<file path="src/rtl/instruction_encoder.sv">
// Field-level instruction encoder: packs request fields into 16-bit words, buffers
// them with their target addresses in a 2-entry FIFO and writes them out over a ready/valid memory port.
module instruction_encoder (
    input  logic        clk,
    input  logic        reset,
    input  logic        start,
    input  logic [7:0]  base_addr,
    input  logic        in_valid,
    output logic        in_ready,
    input  logic [2:0]  in_opcode,
    input  logic [1:0]  in_op,
    input  logic [2:0]  in_rn,
    input  logic [2:0]  in_rd,
    input  logic [2:0]  in_rm,
    input  logic [1:0]  in_shift,
    input  logic [15:0] in_imm,
    input  logic        in_last,
    output logic        mem_write,
    output logic [7:0]  mem_addr,
    output logic [15:0] mem_wdata,
    input  logic        mem_ready,
    output logic        busy,
    output logic        done,
    output logic        err,
    output logic [1:0]  err_code,
    output logic [8:0]  word_count
);

    typedef enum logic [1:0] {IDLE = 2'd0, RUN = 2'd1, DRAIN = 2'd2, ERR = 2'd3} state_t;

    typedef struct packed {
        logic [7:0]  addr;
        logic [15:0] data;
    } entry_t;

    state_t             state, state_n;
    entry_t             fifo [2];
    entry_t             head;
    logic               wr_ptr, rd_ptr;
    logic [1:0]         count;
    logic [7:0]         acc_addr;
    logic               addr_spent;
    logic signed [15:0] imm_s;
    logic [15:0]        enc;
    logic               illegal, imm_bad;
    logic [1:0]         code;
    logic               accept, req_err, push, pop, begin_run;

    assign imm_s = in_imm;

    // Immediate range is only checked for formats that actually carry one.
    always_comb begin
        enc     = '0;
        illegal = 1'b0;
        imm_bad = 1'b0;
        case (in_opcode)
            3'b110: begin
                if (in_op == 2'b10) begin
                    enc     = {3'b110, 2'b10, in_rn, in_imm[7:0]};
                    imm_bad = (imm_s < -16'sd128) || (imm_s > 16'sd127);
                end else if (in_op == 2'b00) begin
                    enc = {3'b110, 2'b00, 3'b000, in_rd, in_shift, in_rm};
                end else begin
                    illegal = 1'b1;
                end
            end
            3'b101: begin
                enc = {3'b101, in_op,
                       (in_op == 2'b11) ? 3'b000 : in_rn,
                       (in_op == 2'b01) ? 3'b000 : in_rd,
                       in_shift, in_rm};
            end
            3'b011, 3'b100: begin
                if (in_op == 2'b00) begin
                    enc     = {in_opcode, 2'b00, in_rn, in_rd, in_imm[4:0]};
                    imm_bad = (imm_s < -16'sd16) || (imm_s > 16'sd15);
                end else begin
                    illegal = 1'b1;
                end
            end
            3'b111: begin
                if (in_op == 2'b00) enc = 16'hE000;
                else                illegal = 1'b1;
            end
            default: illegal = 1'b1;
        endcase
    end

    assign code      = illegal ? 2'b11 : imm_bad ? 2'b01 : addr_spent ? 2'b10 : 2'b00;
    assign in_ready  = (state == RUN) && (count != 2'd2);
    assign accept    = in_valid && in_ready;
    assign req_err   = accept && (code != 2'b00);
    assign push      = accept && (code == 2'b00);
    assign pop       = mem_write && mem_ready;
    assign begin_run = start && ((state == IDLE) || (state == ERR));

    always_comb begin
        state_n = state;
        done    = 1'b0;
        case (state)
            IDLE:  if (start) state_n = RUN;
            RUN: begin
                if (req_err)              state_n = ERR;
                else if (push && in_last) state_n = DRAIN;
            end
            DRAIN: begin
                if (count == 2'd0) begin
                    state_n = IDLE;
                    done    = 1'b1;
                end
            end
            ERR:   if (start) state_n = RUN;
            default: state_n = IDLE;
        endcase
    end

    always_ff @(posedge clk or posedge reset) begin
        if (reset) state <= IDLE;
        else       state <= state_n;
    end

    // Storage needs no reset: outputs are gated by count.
    always_ff @(posedge clk) begin
        if (push) fifo[wr_ptr] <= '{addr: acc_addr, data: enc};
    end

    always_ff @(posedge clk or posedge reset) begin
        if (reset) begin
            wr_ptr <= 1'b0;
            rd_ptr <= 1'b0;
            count  <= 2'd0;
        end else begin
            if (push) wr_ptr <= ~wr_ptr;
            if (pop)  rd_ptr <= ~rd_ptr;
            case ({push, pop})
                2'b10:   count <= count + 2'd1;
                2'b01:   count <= count - 2'd1;
                default: count <= count;
            endcase
        end
    end

    // Address 0xFF is usable once; afterwards further requests are refused rather than wrapping.
    always_ff @(posedge clk or posedge reset) begin
        if (reset) begin
            acc_addr   <= 8'd0;
            addr_spent <= 1'b0;
            err        <= 1'b0;
            err_code   <= 2'b00;
            word_count <= 9'd0;
        end else begin
            if (pop && (word_count != 9'd256)) word_count <= word_count + 9'd1;
            if (begin_run) begin
                acc_addr   <= base_addr;
                addr_spent <= 1'b0;
                if (state == ERR) begin
                    err        <= 1'b0;
                    err_code   <= 2'b00;
                    word_count <= 9'd0;
                end
            end else if (push) begin
                if (acc_addr == 8'hFF) addr_spent <= 1'b1;
                else                   acc_addr   <= acc_addr + 8'd1;
            end
            if (req_err) begin
                err      <= 1'b1;
                err_code <= code;
            end
        end
    end

    assign head      = fifo[rd_ptr];
    assign mem_write = (count != 2'd0);
    assign mem_addr  = mem_write ? head.addr : 8'd0;
    assign mem_wdata = mem_write ? head.data : 16'd0;
    assign busy      = (state == RUN) || (state == DRAIN) || (count != 2'd0);

endmodule

</file>
<file path="config.mk">
export PLATFORM = sky130hd
export DESIGN_NAME = instruction_encoder
export DESIGN_NICKNAME = d
export VERILOG_FILES = /design/src/rtl/instruction_encoder.sv
export SDC_FILE = /design/constraint.sdc
export NUM_CORES = 1
export LEC_CHECK = 0
export CORE_MARGIN = 4
export CORE_UTILIZATION = 38
export CTS_BUF_LIST = sky130_fd_sc_hd__clkbuf_8
export DETAILED_ROUTE_END_ITERATION = 12
export GPL_TIMING_DRIVEN = 0
export PLACE_DENSITY = 0.62
export SYNTH_ARGS = -nofsm -noshare
export SYNTH_HDL_FRONTEND = slang
export SYNTH_SLANG_ARGS = --single-unit
</file>
<file path="constraint.sdc">
create_clock -name clk -period 3.6 [get_ports clk]
set_clock_uncertainty 0.2 [all_clocks]
set_input_delay 0.72 -clock clk [delete_from_list [all_inputs] [get_ports clk]]
set_output_delay 0.72 -clock clk [all_outputs]
set_load 0.05 [all_outputs]
</file>
==> results.toml <==
[pwr]
p_sw_mw = 1.75
power_mw = 3.87
power.density_nw_per_um2 = 764
ir_drop_uv = 394
sw_frac_of_total = 0.452
pwr-share-seq = 0.327
p_leak_nw = 1.99
power_frac_clock = 0.162
combPwrFrac = 0.511
intPower_mw = 2.12

[die]
rows = 36
die_w_um = 108
die_h_um = 108
core-area_um2 = 9770
start_util = 0.392
pin_count = 86
die_area_um2 = 11700

[clocking]
ctsHoldBuffers = 0
post-cts-setup-buffers = 0
post_cts_resized = 5
cts_buffers = 9
cts_tree = "built"
worstSkewPairLatency_ns = 0.33
clockBufferDepth = 2
path_clk_slew_ns = 0.07
clock-sinks = 75
htreeDepth = 3
cts-root-buf = "clkbuf_8"

[route]
drc = 0
wirelength_mm = 9.02
dr.pass1.iters = 4
drt_first_iter_violations = 114
wl_per_cell_um = 15.8
viasPerCell = 5.09
vias = 2899
ant_nets = 0

[synthesis]
synth_compound_area_frac = 0.138
synth_area_per_cell_um2 = 11.3
synth_edf_count = 48
async_flop_share = 0.360
synth_seq_cells = 75
ys_warn_count = 0
synth_cells = 339
yosysSeqAreaShare = 0.553
synthSimpleGateAreaFrac = 0.159
synth_adder_area_share = 0.0229
synth-xor-area-share = 0.0297
muxShareOfSynthArea = 0.0653
ys.flop_type = "edfxtp_1"
ys_types = 60
netlist_area_um2 = 3830
syn_nets = 392
synth_top_family_by_area = "simple AND/OR/NAND/NOR gates"

[critical_path]
path_max_fanout = 17
critical-path-max-stage-delay_ns = 0.63
path_buf_inv = 2
required_ns = 3.43
critPathArrivalTime_ns = 3.20
startpoint_type = "primary input"
path_class = "primary input to register"
worstPathCellList = "clkdlybuf4s50_1 > nand2b_1 > o2bb2ai_2 > o21bai_2 > a21oi_2 > nand2_1 > nor2_4 > buf_8"
crit_slowest_cell = "clkdlybuf4s50_1"
cp-end-kind = "register"
crit_family = "buffers and inverters"

[placement]
routabilityCongestion = 0.831
dpl_cell_area_um2 = 4830
port_buffers = 82
pre_cts_ws_ns = -0.502
dp.final_hpwl_mm = 6.52

[global_route]
overflow = 0
grt_pass1_wl_mm = 14.3
grt_max_degree = 28
track_usage = 0.158
grt_pass1_vias = 2781
antenna_found_initial = 0

[sta]
fmax_mhz = 297
fin_ws_ns = 0.236
slew_headroom = 0.305
slew_viol_final = 0
grt_setup_unrepaired = "no"
period_share = 0.934
hold-worst-slack_ns = 0.327
hold_viol = 0
worstMarginPinSlew_ns = 1.04
min_period_ns = 3.36
fin_tns_setup_ns = 0
setup_violations = 0

[layout]
layout-drive-gt1-share = 0.0915
postLayoutCellArea_um2 = 5060
fillerInstances = 898
final_cell_mix = "clkdlybuf4s50_1 (75), nor2_1 (53), edfxtp_1 (48)"
layout.nets = 485
final_common_cell = "clkdlybuf4s50_1"
area_growth_pct = 32.1
diodes = 0

[outcome]
status = "completed"

[run]
cap_violations = 0

[hold_path]
hold_class = "register to register"
-- sequential cells by signal, indices dropped and copies added, names as in the netlist --
name and cells:
err 1, state 2, rd_ptr 1, err_code 2, fifo 48, acc_addr 8
word_count 9, addr_spent 1, count 2, wr_ptr 1
-- cells in the mapped netlist (7+ instances only) --
master	count	area share
a22o_1	8	0.018
ha_1	7	0.023
mux2i_1	25	0.065
a21oi_1	12	0.016
nand2_1	21	0.021
o21ai_0	8	0.010
edfxtp_1	48	0.38
dfrtp_1	27	0.18
xnor2_1	7	0.016
nor2_1	55	0.054
inv_1	11	0.011
clkbuf_1	11	0.011
-- area by class of cell --
class / instances / area (um^2) / share of cell area
Buffer: 15 / 72.6 / 0.0143
Timing Repair Buffer: 83 / 853 / 0.169
Multi-Input combinational cell: 235 / 1610 / 0.318
Inverter: 13 / 48.8 / 0.00964
Tap cell: 133 / 166 / 0.0329
Clock buffer: 10 / 138 / 0.0272
Sequential cell: 75 / 2120 / 0.418
Clock inverter: 6 / 56.3 / 0.0111
-- power groups by stage --
| stage | Sequential, mW | Clock, mW | Combinational [mW] |
|---|---|---|---|
| 6_report | 1.26 | 0.626 | 1.98 |
| 5_1_grt | 1.29 | 0.675 | 2.12 |
| 4_1_cts | 1.24 | 0.643 | 2.02 |
| 3_5_place_dp | 1.25 | 0 | 2.01 |
| 3_3_place_gp | 1.25 | 0 | 1.98 |
| 2_1_floorplan | 1.35 | 0 | 1.25 |
-- final timing paths --
path	start	end	slack, ns	cells after the start
worst max-delay path	in_opcode[1]	fifo[0][1]$_DFFE_PP_	0.24	8
worst min-delay path	err$_DFFE_PP0P_	err$_DFFE_PP0P_	0.33	2
worst max register to register	state[1]$_DFFE_PP0P_	fifo[0][1]$_DFFE_PP_	1.02	8
worst min register to register	err$_DFFE_PP0P_	err$_DFFE_PP0P_	0.33	2
max in group asynchronous	reset	acc_addr[5]$_DFFE_PP0P_	1.83	2
min in group asynchronous	reset	word_count[0]$_DFF_PP0_	0.74	2
-- kinds of logic (layout without fill, tap and decap cells) --
group | Yosys count | count (layout)
adders and majority gates | 7 | 7
DFF | 75 | 75
and+or+nand+nor | 127 | 127
xor gates and xnor gates | 13 | 13
buffers and inverters | 29 | 127
muxes | 25 | 25
AOI/OAI and AO/OA | 63 | 63
-- worst min-delay path: cells and delay by family, from the launching register on --
family	cells	cell delay, ns
AO/OA/AOI/OAI	1	0.07
AND/OR/NAND/NOR	1	0.05
flip-flops	1	0.37
-- stage by stage --
step                       util  std cells
after floorplan               -        339
after detailed placement  0.495        555
after CTS                 0.515        571
final                     0.518        570
after global placement    0.493        554
after global routing      0.518        570
-- metal layers --
metal  track usage  wire (um)  vias up
met5             0          0        -
met4        0.0487         65        0
met3        0.0239        338        4
met2         0.260       4500       75
met1         0.217       4110     1402
li1              -          -     1418
(Power assumes the default switching activity.)
